--- config.mk ---
export PLATFORM = sky130hd
export DESIGN_NAME = pixel_histogram
export DESIGN_NICKNAME = d
export VERILOG_FILES = /design/src/rtl/pixel_histogram.sv
export SDC_FILE = /design/constraint.sdc
export NUM_CORES = 1
export LEC_CHECK = 0
export CAP_MARGIN = 5
export CORE_MARGIN = 2
export CORE_UTILIZATION = 49
export CTS_CLUSTER_SIZE = 28
export DETAILED_ROUTE_END_ITERATION = 6
export GPL_ROUTABILITY_DRIVEN = 1
export GPL_TIMING_DRIVEN = 0
export PLACE_DENSITY = 0.79
export SYNTH_ARGS = -nofsm -noshare
export SYNTH_HDL_FRONTEND = slang
export SYNTH_SLANG_ARGS = --single-unit
--- constraint.sdc ---
create_clock -name iClk -period 3.9 [get_ports iClk]
set_input_delay 0.78 -clock iClk [delete_from_list [all_inputs] [get_ports iClk]]
set_output_delay 0.78 -clock iClk [all_outputs]
set_load 0.02 [all_outputs]
--- src/rtl/pixel_histogram.sv ---
// Greyscale pixel histogram builder.
// Clears a 256-bin external RAM, then accumulates one pixel per cycle through
// a 3-stage read-modify-write pipeline with write forwarding. When a full frame
// has been counted, it hands off to a downstream cumulative-histogram stage.
module pixel_histogram #(
  parameter int unsigned WORD_SIZE  = 20,
  parameter int unsigned NUM_PIXELS = 384000
) (
  input  logic                 iClk,
  input  logic                 iRst_n,
  input  logic                 iFrameStart,
  input  logic                 iValid,
  input  logic [7:0]           iPixel,
  output logic                 oReady,
  output logic [7:0]           oAddrRd,
  input  logic [WORD_SIZE-1:0] iQ,
  output logic [7:0]           oAddrWr,
  output logic [WORD_SIZE-1:0] oDataWr,
  output logic                 oWE,
  output logic                 oStartCum,
  input  logic                 iCumDone,
  output logic                 oBusy,
  output logic                 oOverflow
);

  // The counter only has to hold 0..NUM_PIXELS-1 while accumulating.
  localparam int unsigned CntW = (NUM_PIXELS > 1) ? $clog2(NUM_PIXELS) : 1;
  localparam logic [CntW-1:0] LastPix = CntW'(NUM_PIXELS - 1);
  localparam logic [WORD_SIZE-1:0] BinMax = '1;

  typedef enum logic [2:0] {
    StIdle,
    StClear,
    StAccum,
    StFlush,
    StHandoff,
    StWait
  } state_e;

  state_e state_q, state_d;

  // Frame control registers
  logic [7:0]      clr_addr_q, clr_addr_d;
  logic [CntW-1:0] pix_cnt_q, pix_cnt_d;
  logic            flush_cnt_q, flush_cnt_d;
  logic            ovf_q, ovf_d;

  // Read-modify-write pipeline: S1 waits for RAM data, S2 writes the update
  logic [7:0] addr_rd_q, addr_rd_d;
  logic       s1_valid_q, s1_valid_d;
  logic [7:0] s1_pix_q, s1_pix_d;
  logic       s2_valid_q, s2_valid_d;
  logic [7:0] s2_pix_q, s2_pix_d;

  // History of the last two S2 writes, used to forward over stale RAM reads
  logic                 w1_valid_q, w1_valid_d;
  logic [7:0]           w1_addr_q, w1_addr_d;
  logic [WORD_SIZE-1:0] w1_data_q, w1_data_d;
  logic                 w2_valid_q, w2_valid_d;
  logic [7:0]           w2_addr_q, w2_addr_d;
  logic [WORD_SIZE-1:0] w2_data_q, w2_data_d;

  logic                 accept;
  logic                 s2_fire;
  logic [WORD_SIZE-1:0] base;
  logic [WORD_SIZE-1:0] inc_data;
  logic                 sat;

  // A restart in the same cycle wins over pixel acceptance and over S2 retirement.
  assign accept  = (state_q == StAccum) && iValid && !iFrameStart;
  assign s2_fire = s2_valid_q && !iFrameStart;

  // Pick the freshest copy of the bin and compute its saturating increment
  always_comb begin
    base = iQ;
    if (w2_valid_q && (w2_addr_q == s2_pix_q)) base = w2_data_q;
    // The newer write takes priority over the older one.
    if (w1_valid_q && (w1_addr_q == s2_pix_q)) base = w1_data_q;
    sat      = (base == BinMax);
    inc_data = sat ? BinMax : (base + WORD_SIZE'(1));
  end

  // Frame FSM next-state and control counters
  always_comb begin
    state_d     = state_q;
    clr_addr_d  = clr_addr_q;
    pix_cnt_d   = pix_cnt_q;
    flush_cnt_d = flush_cnt_q;
    ovf_d       = ovf_q;

    if (s2_fire && sat) ovf_d = 1'b1;

    case (state_q)
      StIdle: begin
      end
      StClear: begin
        clr_addr_d = clr_addr_q + 8'd1;
        if (clr_addr_q == 8'hFF) state_d = StAccum;
      end
      StAccum: begin
        if (accept) begin
          pix_cnt_d = pix_cnt_q + CntW'(1);
          if (pix_cnt_q == LastPix) begin
            state_d     = StFlush;
            flush_cnt_d = 1'b0;
          end
        end
      end
      StFlush: begin
        // Two cycles let the last pixel pass through S1 and S2.
        flush_cnt_d = 1'b1;
        if (flush_cnt_q) state_d = StHandoff;
      end
      StHandoff: begin
        state_d = StWait;
      end
      StWait: begin
        if (iCumDone) state_d = StIdle;
      end
      default: begin
        state_d = StIdle;
      end
    endcase

    // A frame start from any state restarts the clear sweep.
    if (iFrameStart) begin
      state_d     = StClear;
      clr_addr_d  = 8'd0;
      pix_cnt_d   = '0;
      flush_cnt_d = 1'b0;
      ovf_d       = 1'b0;
    end
  end

  // Pipeline advance; a frame start drops every in-flight pixel
  always_comb begin
    s1_valid_d = accept;
    s1_pix_d   = accept ? iPixel : s1_pix_q;
    addr_rd_d  = accept ? iPixel : addr_rd_q;

    s2_valid_d = s1_valid_q && !iFrameStart;
    s2_pix_d   = s1_pix_q;

    w1_valid_d = s2_fire;
    w1_addr_d  = s2_pix_q;
    w1_data_d  = inc_data;

    w2_valid_d = w1_valid_q && !iFrameStart;
    w2_addr_d  = w1_addr_q;
    w2_data_d  = w1_data_q;
  end

  // Status and RAM write-port outputs
  always_comb begin
    oReady    = (state_q == StAccum);
    oBusy     = (state_q != StIdle);
    oStartCum = (state_q == StHandoff) && !iFrameStart;
    oAddrRd   = addr_rd_q;
    oOverflow = ovf_q;

    oWE     = 1'b0;
    oAddrWr = 8'd0;
    oDataWr = '0;
    if (state_q == StClear) begin
      oWE     = 1'b1;
      oAddrWr = clr_addr_q;
    end else if (s2_fire) begin
      oWE     = 1'b1;
      oAddrWr = s2_pix_q;
      oDataWr = inc_data;
    end
  end

  // FSM and frame counter state
  always_ff @(posedge iClk or negedge iRst_n) begin
    if (!iRst_n) begin
      state_q     <= StIdle;
      clr_addr_q  <= 8'd0;
      pix_cnt_q   <= '0;
      flush_cnt_q <= 1'b0;
      ovf_q       <= 1'b0;
    end else begin
      state_q     <= state_d;
      clr_addr_q  <= clr_addr_d;
      pix_cnt_q   <= pix_cnt_d;
      flush_cnt_q <= flush_cnt_d;
      ovf_q       <= ovf_d;
    end
  end

  // Pipeline and write-history state
  always_ff @(posedge iClk or negedge iRst_n) begin
    if (!iRst_n) begin
      addr_rd_q  <= 8'd0;
      s1_valid_q <= 1'b0;
      s1_pix_q   <= 8'd0;
      s2_valid_q <= 1'b0;
      s2_pix_q   <= 8'd0;
      w1_valid_q <= 1'b0;
      w1_addr_q  <= 8'd0;
      w1_data_q  <= '0;
      w2_valid_q <= 1'b0;
      w2_addr_q  <= 8'd0;
      w2_data_q  <= '0;
    end else begin
      addr_rd_q  <= addr_rd_d;
      s1_valid_q <= s1_valid_d;
      s1_pix_q   <= s1_pix_d;
      s2_valid_q <= s2_valid_d;
      s2_pix_q   <= s2_pix_d;
      w1_valid_q <= w1_valid_d;
      w1_addr_q  <= w1_addr_d;
      w1_data_q  <= w1_data_d;
      w2_valid_q <= w2_valid_d;
      w2_addr_q  <= w2_addr_d;
      w2_data_q  <= w2_data_d;
    end
  end

endmodule

==> flow_metrics.env <==
export IMPL_status="finished, violations left"
export IMPL_violated_checks="negative setup slack"
export IMPL_critical_path_reg2reg_endpoint="w1_data_q[12]"
export IMPL_yosysSeqAreaShare_pct=52.3
export IMPL_post_route_worst_setup_slack_ps=-642
export IMPL_crit_chain="buf_12 > xnor2_4 > and4_1 > buf_4 > buf_8 > nand4_1 > a31oi_4 > ha_4 > nand3_4 > or4_4 > or2_1 > buf_6 > buf_12 > a21oi_4 > buf_6"
export IMPL_required_ps=3120
export IMPL_worstPathArrival_ps=3760
export IMPL_area_occupied_by_multi_input_gates_um2=2840
export IMPL_effective_utilization_at_floorplan_pct=50.3
export IMPL_synth_async_reset_ratio_pct=100
export IMPL_detailedRoute_firstPassIterationCount=5
export IMPL_synthesis_nets=533
export IMPL_cts_clk_slew_worst_paths_ps=120
export IMPL_post_route_cells_drive_above_1_share_pct=30.4
export IMPL_fin_cells=774
export IMPL_timing_max_transition_violations_final=0
export IMPL_global_route_overflow=0
export IMPL_final_hold_violation_count=0
export IMPL_boundaryPins=74
export IMPL_vdd_ir_drop_worst_mv=0.202
export IMPL_worst_path_max_fanout=10
export IMPL_detailedPlacementHpwl_um=8840
export IMPL_startpoint_types="register"
export IMPL_initial_antenna_violation_count=0
export IMPL_max_stage_delay_ps=550
export IMPL_worst_tran_pin_value_ps=1280
export IMPL_seq_area_um2=2710
export IMPL_cell_variety_after_synth=51
export IMPL_grt_pass1_vias=4634
export IMPL_layout_commonest_cell="sky130_fd_sc_hd__dfrtp_1"
export IMPL_syn_avg_cell_area_um2=10.4
export IMPL_fmaxAchievable_ghz=0.220
export IMPL_detail_route_antenna_nets=0
export IMPL_cellPowerDensity_nw_per_um2=285
export IMPL_clockBufferDepth=2
export IMPL_std_cell_rows=37
export IMPL_largest_net_degree_at_the_start_of_global_routing=69
export IMPL_design_die_area_um2=11400
export IMPL_synth_area_um2=5160
export IMPL_dieWidth_um=107
export IMPL_post_place_ws_ps=-1200
export IMPL_max_slew_margin_pct=14.8
export IMPL_place_gp_congestion=0.887
export IMPL_finish_net_count=669
export IMPL_cts_root_buf="sky130_fd_sc_hd__clkbuf_8"
export IMPL_post_drt_via_cell_ratio=5.83
export IMPL_synthFlopType="sky130_fd_sc_hd__dfrtp_1"
export IMPL_post_synthesis_sequential_element_count=108
export IMPL_area_growth_synth_to_final_pct=42.9
export IMPL_clock_skew_final_ps=17.0
export IMPL_utilization_pct=71.8
export IMPL_coreArea_um2=10300
export IMPL_worst_path_max_delay_cell="sky130_fd_sc_hd__or4_4"
export IMPL_r2r_cells=15
export IMPL_power_leakage_uw=0.00295
export IMPL_via_count=4511
export IMPL_report_power_total_uw=2110
export IMPL_ff2ff_setup_slack_ps=510
export IMPL_max_cap_viol_count=0
export IMPL_most_common_layout_cells="103 x sky130_fd_sc_hd__dfrtp_1, 55 x sky130_fd_sc_hd__nand2_1, 51 x sky130_fd_sc_hd__clkdlybuf4s50_1"
export IMPL_cts_htree_levels=3
export IMPL_setup_worst_path_end_class="output pin"
export IMPL_detailed_route_wire_length_per_cell_um=19.3
export IMPL_drt_first_iter_violations=316
export IMPL_fillCellCount=700
export IMPL_numCtsBuffers=9
export IMPL_diodes=0
export IMPL_synth_edf_count=0
export IMPL_clock_sinks=108
export IMPL_cts_tree="done"
export IMPL_grt_setup_unrepaired="true"
export IMPL_detail_route_drc_violations=0
export IMPL_numPortBuffers=72
export IMPL_timing_final_crit_period_ps=4540
export IMPL_ys_warn_count=0
export IMPL_cell_count_after_synthesis=497
export IMPL_routed_wl_um=14900
export IMPL_dp_cells=707
export IMPL_setup_worst_path_class="register to output pin"
export IMPL_finalSetupViolations=20
export IMPL_hp_class="input port to asynchronous set/reset pin"
export IMPL_finalCritPeriodShare_pct=116
export IMPL_die_h_um=107
export IMPL_gr_usage_all_layers_pct=26.5
export IMPL_grt_pass1_wl_um=23500
export IMPL_clkLatencyLatePin_ps=380
export IMPL_reg2reg_from="s2_pix_q[5]"
==> routing by layer <==
metal / GRT usage (%) / wire length, µm
met2: 43.3 / 7380
met4: 11.4 / 482
met1: 34.3 / 6070
met5: 0 / 0
met3: 5.71 / 987
==> cells by family after synthesis <==
family                   after synthesis  share of synthesized area [%]
AO/OA/AOI/OAI                         81                           11.0
XOR/XNOR                              50                           8.48
adder cells (fa/ha/maj)                3                          0.727
buffers and inverters                 30                           2.83
flip-flops                           108                           52.3
multiplexers                          20                           4.14
AND/OR/NAND/NOR                      205                           20.5
==> cell type report <==
class	count	share of cell area, %
tap	136	2.31
multi-input combinational	359	38.5
sequential	108	36.7
buffer	26	2.70
timing repair buffer	127	16.8
clock buffer	9	1.68
clock inverter	7	1.19
inverter	2	0.102
==> what timing repair did <==
item                                    CTS  global route
pin swaps                                22            22
cloned                                    1             0
gates resized for setup                 178            28
buffers inserted                         36            16
endpoints found under the hold margin     0             0
hold buffers                              0             0
endpoints found under the setup margin   20            20
==> power breakdown <==
part	internal, µW	switching, µW
sequential	1150	17.7
combinational	86.2	107
clock	315	432
==> synth_stat cells (all sizes together), types with 2 or more instances <==
| library cell | instances | area (µm²) |
|---|---|---|
| a211oi | 2 | 15.0 |
| a21oi | 25 | 144 |
| a31o | 2 | 17.5 |
| a31oi | 16 | 153 |
| and2 | 3 | 18.8 |
| and3 | 3 | 18.8 |
| and4 | 2 | 17.5 |
| buf | 9 | 66.3 |
| clkbuf | 19 | 72.6 |
| dfrtp | 108 | 2700 |
| ha | 3 | 37.5 |
| inv | 2 | 7.51 |
| mux2 | 11 | 124 |
| mux2i | 9 | 90.1 |
| nand2 | 57 | 214 |
| nand2b | 3 | 18.8 |
| nand3 | 16 | 80.1 |
| nand4 | 30 | 200 |
| nor2 | 41 | 154 |
| nor2b | 7 | 43.8 |
| nor3 | 10 | 61.3 |
| nor4 | 18 | 125 |
| o21ai | 16 | 80.1 |
| o31ai | 14 | 105 |
| or2 | 2 | 12.5 |
| or3 | 8 | 50.1 |
| or4 | 2 | 18.8 |
| xnor2 | 25 | 219 |
| xor2 | 25 | 219 |
==> state kept, by name, summed over array words and instances, names as in the netlist <==
signal	flops
s2_pix_q	8
s1_valid_q	1
s1_pix_q	8
w1_valid_q	1
w2_addr_q	8
clr_addr_q	8
s2_valid_q	1
flush_cnt_q	1
w1_addr_q	8
w2_data_q	20
state_q	3
oOverflow	1
pix_cnt_q	19
w1_data_q	20
w2_valid_q	1
==> worst max-delay path by stage <==
stage / start / to
floorplan: s2_pix_q[6] / oDataWr[0]
global placement: iRst_n / pix_cnt_q[0]
detailed placement: s2_pix_q[4] / oDataWr[9]
CTS: s2_pix_q[2] / oDataWr[9]
global route: s2_pix_q[0] / oDataWr[9]
finish: s2_pix_q[5] / oDataWr[11]
==> critical path: cells and delay by family (launching register included) <==
kind                     cells  cell delay [ps]
AND/OR/NAND/NOR              5             1250
AO/OA/AOI/OAI                2              430
buffers and inverters        6              880
flip-flops                   1              460
XOR/XNOR                     1              180
adder cells (fa/ha/maj)      1              180
==> per-stage QoR <==
| step | area (µm²) | hold WS, ps | setup TNS [ps] |
|---|---|---|---|
| floorplan | 5380 | 353 | -3670 |
| global placement | 6270 | 356 | -224910 |
| detailed placement | 6320 | 361 | -22300 |
| CTS | 7140 | 381 | -10720 |
| global route | 7380 | 381 | -14280 |
| finish | 7380 | 367 | -12030 |
Note: power is estimated with default switching activity, not from simulation.
